File: src/rtl/mul_booth_seq_if.sv
// Handshake and operand bundle for the sequential Booth multiplier.
// The master issues start with operands; the slave returns busy/done/M.
interface mul_booth_seq_if #(
    parameter int WIDTH = 8
);
    logic                 start;
    logic                 signed_mode;
    logic [WIDTH-1:0]     A;
    logic [WIDTH-1:0]     B;
    logic                 busy;
    logic                 done;
    logic [2*WIDTH-1:0]   M;

    modport master (
        output start, signed_mode, A, B,
        input  busy, done, M
    );

    modport slave (
        input  start, signed_mode, A, B,
        output busy, done, M
    );
endinterface

File: src/rtl/mul_booth_seq.sv
// Sequential radix-2 Booth multiplier, one Booth step per clock.
// Operands are widened by one bit so one datapath serves both modes.
module mul_booth_seq #(
    parameter int WIDTH = 8
) (
    input logic           clk,
    input logic           rst_n,
    mul_booth_seq_if.slave bus
);
    localparam int XW = WIDTH + 1;
    localparam int CW = $clog2(WIDTH + 2);

    typedef enum logic [1:0] {
        IDLE,
        RUN,
        DONE
    } state_t;

    state_t state;
    state_t state_n;

    logic [XW-1:0]        aext;
    logic [XW-1:0]        p;
    logic [XW-1:0]        q;
    logic                 e;
    logic [CW-1:0]        cnt;
    logic [2*WIDTH-1:0]   m;

    logic [XW-1:0]        sum;
    logic [XW-1:0]        p_n;
    logic [XW-1:0]        q_n;
    logic                 e_n;
    logic [2*WIDTH-1:0]   m_n;
    logic                 accept;
    logic                 last;

    // A new operation is taken whenever no multiply is in progress.
    assign accept = bus.start && (state != RUN);
    assign last   = (cnt == CW'(1));

    // State register.
    always_ff @(posedge clk) begin
        if (!rst_n) begin
            state <= IDLE;
        end else begin
            state <= state_n;
        end
    end

    // Next-state logic; DONE may re-enter RUN for back-to-back issue.
    always_comb begin
        state_n = state;
        unique case (state)
            IDLE: begin
                if (bus.start) begin
                    state_n = RUN;
                end
            end
            RUN: begin
                if (last) begin
                    state_n = DONE;
                end
            end
            DONE: begin
                state_n = bus.start ? RUN : IDLE;
            end
            default: begin
                state_n = IDLE;
            end
        endcase
    end

    // One Booth step: conditional add/subtract, then arithmetic shift.
    always_comb begin
        sum = p;
        unique case ({q[0], e})
            2'b10:   sum = p - aext;
            2'b01:   sum = p + aext;
            default: sum = p;
        endcase
        p_n = {sum[XW-1], sum[XW-1:1]};
        q_n = {sum[0], q[XW-1:1]};
        e_n = q[0];
        m_n = {p_n[WIDTH-2:0], q_n};
    end

    // Operand capture, iteration registers and the product register.
    always_ff @(posedge clk) begin
        if (!rst_n) begin
            aext <= '0;
            p    <= '0;
            q    <= '0;
            e    <= 1'b0;
            cnt  <= '0;
            m    <= '0;
        end else if (accept) begin
            aext <= {bus.signed_mode & bus.A[WIDTH-1], bus.A};
            q    <= {bus.signed_mode & bus.B[WIDTH-1], bus.B};
            p    <= '0;
            e    <= 1'b0;
            cnt  <= CW'(WIDTH + 1);
        end else if (state == RUN) begin
            p   <= p_n;
            q   <= q_n;
            e   <= e_n;
            cnt <= cnt - CW'(1);
            if (last) begin
                m <= m_n;
            end
        end
    end

    assign bus.busy = (state == RUN);
    assign bus.done = (state == DONE);
    assign bus.M    = m;
endmodule

File: src/flat_wrapper.sv
// flat-port wrapper written by rule: the top's interface ports become plain ports
module mul_booth_seq_flat 
#(
    parameter int WIDTH = 8
)
  (clk, rst_n, bus_start, bus_signed_mode, bus_A, bus_B, bus_busy, bus_done, bus_M);
  mul_booth_seq_if #(.WIDTH(WIDTH)) bus_i ();
  input logic clk;
  input logic rst_n;
  input wire logic [$bits(bus_i.start)-1:0] bus_start;
  input wire logic [$bits(bus_i.signed_mode)-1:0] bus_signed_mode;
  input wire logic [$bits(bus_i.A)-1:0] bus_A;
  input wire logic [$bits(bus_i.B)-1:0] bus_B;
  output wire logic [$bits(bus_i.busy)-1:0] bus_busy;
  output wire logic [$bits(bus_i.done)-1:0] bus_done;
  output wire logic [$bits(bus_i.M)-1:0] bus_M;
  assign bus_i.start = bus_start;
  assign bus_i.signed_mode = bus_signed_mode;
  assign bus_i.A = bus_A;
  assign bus_i.B = bus_B;
  assign bus_busy = bus_i.busy;
  assign bus_done = bus_i.done;
  assign bus_M = bus_i.M;
  mul_booth_seq #(.WIDTH(WIDTH)) u_core (.clk(clk), .rst_n(rst_n), .bus(bus_i));
endmodule
File: config.mk
export PLATFORM = sky130hd
export DESIGN_NAME = mul_booth_seq_flat
export DESIGN_NICKNAME = d
export VERILOG_FILES = /design/src/rtl/mul_booth_seq_if.sv /design/src/rtl/mul_booth_seq.sv /design/src/flat_wrapper.sv
export SDC_FILE = /design/constraint.sdc
export NUM_CORES = 1
export LEC_CHECK = 0
export ABC_AREA = 1
export ABC_CLOCK_PERIOD_IN_PS = 3480
export CAP_MARGIN = 30
export CORE_MARGIN = 10
export CORE_UTILIZATION = 38
export CTS_CLUSTER_DIAMETER = 40
export DETAILED_ROUTE_END_ITERATION = 8
export PLACE_DENSITY_LB_ADDON = 0.2
export SYNTH_ARGS = -nofsm -noshare
export SYNTH_HDL_FRONTEND = slang
export SYNTH_SLANG_ARGS = --single-unit
File: constraint.sdc
create_clock -name clk -period 3.48 [get_ports clk]
set_clock_uncertainty 0.1 [all_clocks]
set_input_delay 0.522 -clock clk [delete_from_list [all_inputs] [get_ports clk]]
set_output_delay 0.522 -clock clk [all_outputs]
set_load 0.02 [all_outputs]
* Yosys cells after proc, flatten, opt, wreduce, memory -nomap -nowiden
Cells that the tools add are included.
Storage, ports and cells: flip-flop bits (word level) 49, latch bits 0, bits in writable memories 0, bits in read-only memories 0, bits of input ports 20, output and inout port bits 18, logic and storage cells 38, memories 0
Cells by class: add/sub/neg operators 3, multiply operators 0, divide/modulo/power cells 0, magnitude comparators 0, equality and inequality tests 8, shifts and indexed selects 0, multiplexer cells 9, bitwise operators 4, reduce and logical (&&, ||, !) cells 6
Operators with widths (number):
- 9-bit two-way mux | 2
- 9-bit case mux with 2 select lines | 1
- 9-bit adder | 1
- 9-bit subtractor | 1
- 4-bit two-way mux | 2
- 2-bit case mux with 3 select lines | 1
- 2-bit by 1-bit equality test with 1-bit output (second input constant) | 2
- 2-bit equality test (second input constant) | 2
- 4-bit by 1-bit equality test with 1-bit output (second input constant) | 1
- 2-bit two-way mux | 2
- 2-bit by 1-bit != test with 1-bit output (second input constant) | 2
- 4-bit by 1-bit subtractor with 4-bit output (second input constant) | 1
- 3-bit AND reduction | 1
- 1-bit AND | 2
- 2-bit zero test | 1
- 2-bit != test (second input constant) | 1
- 1-bit NOT | 2
- 2-bit AND reduction | 1
- 2-bit nonzero test | 1
- 2-bit OR reduction | 1
- 1-bit logical AND | 1
- 1-bit two-way mux | 1

* Logic depth before layout (Yosys ltp)
Gate-level depths: netlist of the first run.
depth in word-level cells 4, gate-level depth with buffers 17, gate-level depth less buffers 17

* Least setup slack after synthesis of the first run
OpenSTA, ideal clock, no wires.
kind reg-to-reg, from reg u_core.aext[0], to reg, netlist name u_core.p[7], setup time 0.115 ns, arrival 1.987 ns, required time 3.265 ns, slack 1.278 ns, stages on the path, launching flop included 17, path buffers 0, clock period less this slack 2.202 ns, path through dfxtp_1 inv_1 ha_1 inv_1 o21ai_0 inv_1 fa_1 inv_1 nand3_1 nand2_1 nand2_1 nand2_1 nand3_1 nand2_1 nand3_1 nand2_1 nor2_1
On the way: cells in the longest elaborated chain, start to end 2, elaborated cells between the ends (all ways) 3, those cells by class add/sub (2); mux (1)
RTL lines:
- from (decl) | RTL line mul_booth_seq.sv:22 | logic [XW-1:0] aext;
- from (signal assigned) | RTL line mul_booth_seq.sv:97 | aext <= {bus.signed_mode & bus.A[WIDTH-1], bus.A};
- 9-bit adder or 9-bit subtractor (tied branches) | RTL line mul_booth_seq.sv:78, mul_booth_seq.sv:77
- 9-bit case mux with 2 select lines * | RTL line mul_booth_seq.sv:76 | unique case ({q[0], e})
Mark *: on every way between the ends. The rest lies on a longest branch, timed or not. A chain may end at the register's enable or synchronous reset.

* Worst setup path in the final report of the first run
from reg u_core.aext[0], to reg, netlist name u_core.p[7]
On the way: cells in the longest elaborated chain, start to end 2, elaborated cells between the ends (all ways) 3, those cells by class add/sub (2); mux (1)
RTL lines (RTL line):
- 9-bit adder or 9-bit subtractor (tied branches) | mul_booth_seq.sv:78, mul_booth_seq.sv:77
- 9-bit case mux with 2 select lines * | mul_booth_seq.sv:76
Marked as above.

==> metrics.txt, run 1 <==
largest net degree at the start of global routing=34; Detailed Routing Iterations Pass 1=4; port buffer count=37; multiplexer area fraction after synthesis=0; Core ar.=6790 um2; count of final setup violators=0; Synth Register Bits=49; Worst setup SP type=register; CTS buffer count=5; CP max FO=3; HP Class=reg -> reg; num rows=30; slew margin rel.=0.688; gr usage total=0.120; global placer's final weighted congestion=0.867; I/O Pins=38; share of layout cells above drive strength 1=0.0887; crit path time final=2450 ps; vias=2421; aggregate global routing overflow=0; most common cell after layout, fill and taps aside=nand2_1; main combinational cell family by area after synthesis=simple AND/OR/NAND/NOR gates; Clock Latency Late Sink=310 ps; root buf cell=clkbuf_8; Vias per Instance=4.82; diode count=0; Die X=104 um; final worst slack=1030 ps; outcome=completed; Mapped Nets=405; Syn Inst Count=371; FF-to-FF path depth=16; Resize count post-CTS=0; Antenna Violating Nets Remaining=0; initial antenna violation count=0; CP cell instances=inv_1, ha_1, inv_1, o21ai_0, inv_1, fa_1, inv_1, nand3_1, nand2_1, nand2_1, nand2_1, inv_2, nand2_1, nand2_1, a21oi_1, nor2_1; area share of fa/ha/maj cells after synthesis=0.0684; Power Total=1.37 mW; CP Class=reg -> reg; Sum Neg Setup Slack=0 ps; clock slew at reported path FFs=100 ps; Initial Utilization=0.393; Post-CTS Setup Bufs=0; Worst VDD drop=191 uV; LEAKAGE=1.49 nW; clock sinks=49; TritonCTS clock tree=built; number of global-route vias before repair=2286; Final HPWL DP=4830 um; drt wl/cell=12.9 um; XOR/XNOR Fraction of Synth Area=0.0197; Yosys Warn Count=0; worst path arrival time=2560 ps; Area Overhead vs Synth=20.1%; DIE AREA=10800 um2; CTS HTree Levels=2; Final Hold Fails=0; die height=104 um; number of remaining DRC errors=0; Netlist cell types=33; pre-CTS WS=1070 ps; CP required=3600 ps; unrepaired setup endpoints after global routing=no; Crit path top cell by count=nand2_1; hold_buf cts=0; CP Capture Type=register; pwr dens=426 nW/um2; Synth Area in Compound Gates=0.157; Avg Synthesized Cell Area=7.20 um2; maximum clock frequency=409 MHz; most frequent cells in the layout=nand2_1 (82), inv_1 (54), dfxtp_1 (49); clk buf depth=2; post-synth design cell area=2670 um2; first-pass GRT wire length=10900 um; hold depth=2; NumNets Final=439; Worst Max-Slew Pin Slew=467 ps; Synth Area in Simple Gates=0.263; post-route clock period utilization=0.703; placed inst area=3100 um2; design area=3210 um2; max-cap viol count=0; Worst path max stage delay=420 ps; Initial DRC Count=93; Crit-path slowest cell=fa_1; Slew Viols, Final=0; post-synthesis sequential area ratio=0.367; WL final=6490 um
-- power by group --
part           internal (mW)  switching [mW]
clock network          0.216           0.206
registers              0.590          0.0189
logic                  0.125           0.212
total                  0.931           0.437
-- critical path, delay by kind of cell (launching register included) --
kind | cells | cell delay [ps]
adders and majority gates | 2 | 700
AOI/OAI and AO/OA | 2 | 350
DFF | 1 | 370
buffers and inverters | 5 | 350
and+or+nand+nor | 7 | 480
-- through the flow --
step / util / cells / hold slack [ps]
2_1_floorplan: - / 371 / 344
3_3_place_gp: 0.456 / 494 / 354
3_5_place_dp: 0.456 / 494 / 364
4_1_cts: 0.472 / 502 / 383
5_1_grt: 0.472 / 502 / 403
6_report: 0.472 / 502 / 378
-- Yosys cell counts (all sizes together) --
cell type | number | area share
o221ai | 7 | 0.023
nand4 | 3 | 0.0070
a31oi | 1 | 0.0023
o21ai | 30 | 0.069
nand3b | 2 | 0.0056
o21a | 2 | 0.0056
clkbuf | 1 | 0.0014
o31ai | 1 | 0.0028
xor2 | 6 | 0.020
a22oi | 1 | 0.0028
o211ai | 1 | 0.0028
o22ai | 4 | 0.0094
dfxtp | 49 | 0.37
nand3 | 30 | 0.056
ha | 13 | 0.061
or2 | 1 | 0.0023
nor2 | 37 | 0.075
fa | 1 | 0.0075
buf | 10 | 0.026
nand2 | 82 | 0.12
a21oi | 21 | 0.039
inv | 67 | 0.097
nor3 | 1 | 0.0019
-- sequential cells by signal, summed over array words and instances (netlist names) --
signal,cells
u_core.bus.M,16
u_core.e,1
u_core.q,9
u_core.cnt,4
u_core.p,8
u_core.aext,9
u_core.state,2
-- metal layers --
layer | wire [um] | vias up | GRT usage
li1 | - | 1259 | -
met1 | 3180 | 1113 | 0.152
met2 | 2980 | 42 | 0.193
met3 | 230 | 7 | 0.0304
met4 | 94 | 0 | 0.0417
met5 | 0 | - | 0
-- kinds of logic (layout without fill, tap and decap cells) --
kind of cell	after synthesis	count (layout)
xor+xnor	6	6
flops	49	49
fa+ha+maj	14	14
compound gates	68	68
buf+inv	78	113
simple gates	156	156
-- path summary, 6_finish.rpt --
check / startpoint / slack (ps) / to
max: u_core.aext[0]$_SDFFE_PN0P_ / 1030 / u_core.p[7]$_SDFFE_PP0P_
min: u_core.e$_SDFFE_PP0P_ / 380 / u_core.e$_SDFFE_PP0P_
max reg2reg: u_core.aext[0]$_SDFFE_PN0P_ / 1030 / u_core.p[7]$_SDFFE_PP0P_
min reg2reg: u_core.e$_SDFFE_PP0P_ / 380 / u_core.e$_SDFFE_PP0P_
-- layout make-up --
| cell class | instances | area, um2 |
|---|---|---|
| fill | 701 | 3590 |
| multi-input combinational | 244 | 1360 |
| sequential | 49 | 981 |
| timing repair buffer | 38 | 378 |
| inverter | 67 | 259 |
| tap | 96 | 120 |
| clock buffer | 6 | 72.6 |
| clock inverter | 2 | 38.8 |
Note: power is estimated with default switching activity, not from simulation.
==> inputs of run 2 (changes only) <==
ABC_CLOCK_PERIOD_IN_PS = 2300   (was 3480)
clock period = 2.3 ns   (was 3.48 ns; I/O delays follow)
==> run 2 against run 1 <==
Compared with the run above:
- sequential share of layout area is 2.6 points lower
- highest routed layer unchanged
- cell area is 10% higher
- largest cell class unchanged
- first-iteration DRC count is 31% higher
- core utilization is 5.0 points higher
- sequential power is 53% higher
- clock-buffer cell count is 1 lower
- global-route usage is 0.051 points higher
- sequential cell count stayed put
- largest power group unchanged
==> metrics.txt, run 2 (synthesized netlist as in run 1, its figures left out) <==
Clock Power Share=0.248 (-0.060); global placer's final weighted congestion=0.896 (+3.4%); CTS HTree Levels=2 (unchanged); drt wl/cell=13.6 um (+5.1%); Final HPWL DP=4930 um (+2.1%); hold depth=2 (unchanged); CP max FO=5 (+2); worst path arrival time=2380 ps (-180 ps); Core ar.=6790 um2 (unchanged); Area Overhead vs Synth=32.7%; outcome=completed; Crit-path slowest cell=dfxtp_2; Die X=104 um (unchanged); delay-heaviest family, CP=simple AND/OR/NAND/NOR gates; WL final=7010 um (+8.1%); Comb power frac=0.321 (+0.075); Final Hold Fails=0 (unchanged); Crit path buffers/inverters=1 (-4); Reg2Reg Setup Slack=30 ps (-1000 ps); Worst setup SP type=register; die height=104 um (unchanged); FF-to-FF path depth=13 (-3); Worst Max-Slew Pin Slew=341 ps (-126 ps); NumNets Final=453 (+3.2%); count of final setup violators=0 (unchanged); root buf cell=clkbuf_8; number of remaining DRC errors=0 (unchanged); Worst VDD drop=301 uV (+57%); hold_buf cts=0 (unchanged); CP required=2420 ps (-1180 ps); unrepaired setup endpoints after global routing=yes; Clock Latency Late Sink=310 ps (about the same); Vias per Instance=4.85 (+0.62%); sequential group share of total power=0.432 (-0.013); most common cell after layout, fill and taps aside=nand2_1; CP cell instances=inv_1, ha_4, nor2_1, xor2_1, ha_4, a21oi_2, nand2_1, nand2_1, nand2_2, nand3_1, nand2_2, a21oi_2, nor2_1; Detailed Routing Iterations Pass 1=4 (unchanged); clock sinks=49 (unchanged); pwr dens=607 nW/um2 (+42%); max reg flops=16 (unchanged); maximum clock frequency=441 MHz (+7.9%); Initial DRC Count=122 (+31%); hold_ws=376 ps (-1.59 ps); most frequent cells in the layout=nand2_1 (67), inv_1 (49), dfxtp_1 (45); I/O Pins=38 (unchanged); Sw Share=0.349 (+0.0299); Slew Viols, Final=0 (unchanged); first-pass GRT wire length=11000 um (+0.89%); port buffer count=37 (unchanged); Power Total=2.15 mW (+57%); crit path time final=2270 ps (-178 ps); fill cell count=680 (-3.0%); Worst path max stage delay=330 ps (-90 ps); largest net degree at the start of global routing=34 (unchanged); number of global-route vias before repair=2310 (+1.0%); HP Class=reg -> reg; num rows=30 (unchanged); clock slew at reported path FFs=100 ps (about the same); LEAKAGE=1.58 nW (+5.8%); share of layout cells above drive strength 1=0.243 (+0.154); Psw=0.752 mW (+72%); Antenna Violating Nets Remaining=0 (unchanged); slew margin rel.=0.773 (+0.0842); CTS buffer count=5 (unchanged); CP Class=reg -> reg; max-cap viol count=0 (unchanged); aggregate global routing overflow=0 (unchanged); clk buf depth=2 (unchanged); WP depth=13 (-3); CP Capture Type=register; TritonCTS clock tree=built; Internal Pwr Total=1.40 mW (+51%); vias=2504 (+3.4%); Initial Utilization=0.393 (unchanged); post-route clock period utilization=0.986 (+0.283); diode count=0 (unchanged); initial antenna violation count=0 (unchanged); gr usage total=0.121 (+0.000513); DIE AREA=10800 um2 (unchanged)
run 2: worst paths after layout:
kind / end / startpoint
max reg2reg: u_core.p[7]$_SDFFE_PP0P_ / u_core.q[0]$_SDFFE_PN0P_
max: u_core.p[7]$_SDFFE_PP0P_ / u_core.q[0]$_SDFFE_PN0P_
min: u_core.e$_SDFFE_PP0P_ / u_core.q[0]$_SDFFE_PN0P_
min reg2reg: u_core.e$_SDFFE_PP0P_ / u_core.q[0]$_SDFFE_PN0P_
run 2: what timing repair did:
item,in CTS,in global routing
resized for setup,4,63
setup endpoints to repair,5,12
pin swaps,2,37
buffers inserted,2,2
run 2: area by class of cell:
type	count	area [um2]	area share
clock inverter	3	21.3	0.00600
tap	96	120	0.0339
sequential	49	991	0.280
inverter	67	272	0.0766
clock buffer	5	68.8	0.0194
multi-input combinational	244	1590	0.448
timing repair buffer	52	483	0.136
run 2: worst reg2reg max path, stage by stage, from the launching register on:
cell,delay [ps]
dfxtp_2,330
inv_1,70
ha_4,200
nor2_1,150
xor2_1,290
ha_4,280
a21oi_2,170
nand2_1,100
nand2_1,90
nand2_2,70
nand3_1,90
nand2_2,70
a21oi_2,110
nor2_1,50
run 2: power groups by stage:
stage | Sequential (mW) | Combinational, mW | Clock, mW
final | 0.929 | 0.690 | 0.533
after global routing | 0.935 | 0.768 | 0.582
after CTS | 0.921 | 0.554 | 0.549
after detailed placement | 0.939 | 0.542 | 0
after global placement | 0.938 | 0.538 | 0
after floorplan | 0.939 | 0.380 | 0
run 2: stage by stage:
stage,utilization,setup WS (ps),cells,cell area (um2),TNS (ps)
5_1_grt,0.522,-134,516,3540,-575
3_3_place_gp,0.467,-27.0,504,3170,-49.9
6_report,0.522,32.8,516,3540,0
4_1_cts,0.483,-2.30,514,3280,-2.30
3_5_place_dp,0.467,-69.3,504,3170,-157
2_1_floorplan,-,97.8,371,2670,0
run 2: per-layer routing:
metal  up-vias  GRT usage  share of wire
met5         -          0              0
met4         0     0.0338          0.014
met3         6     0.0316          0.043
met2        46      0.199           0.49
met1      1165      0.151           0.46
li1       1287          -              -
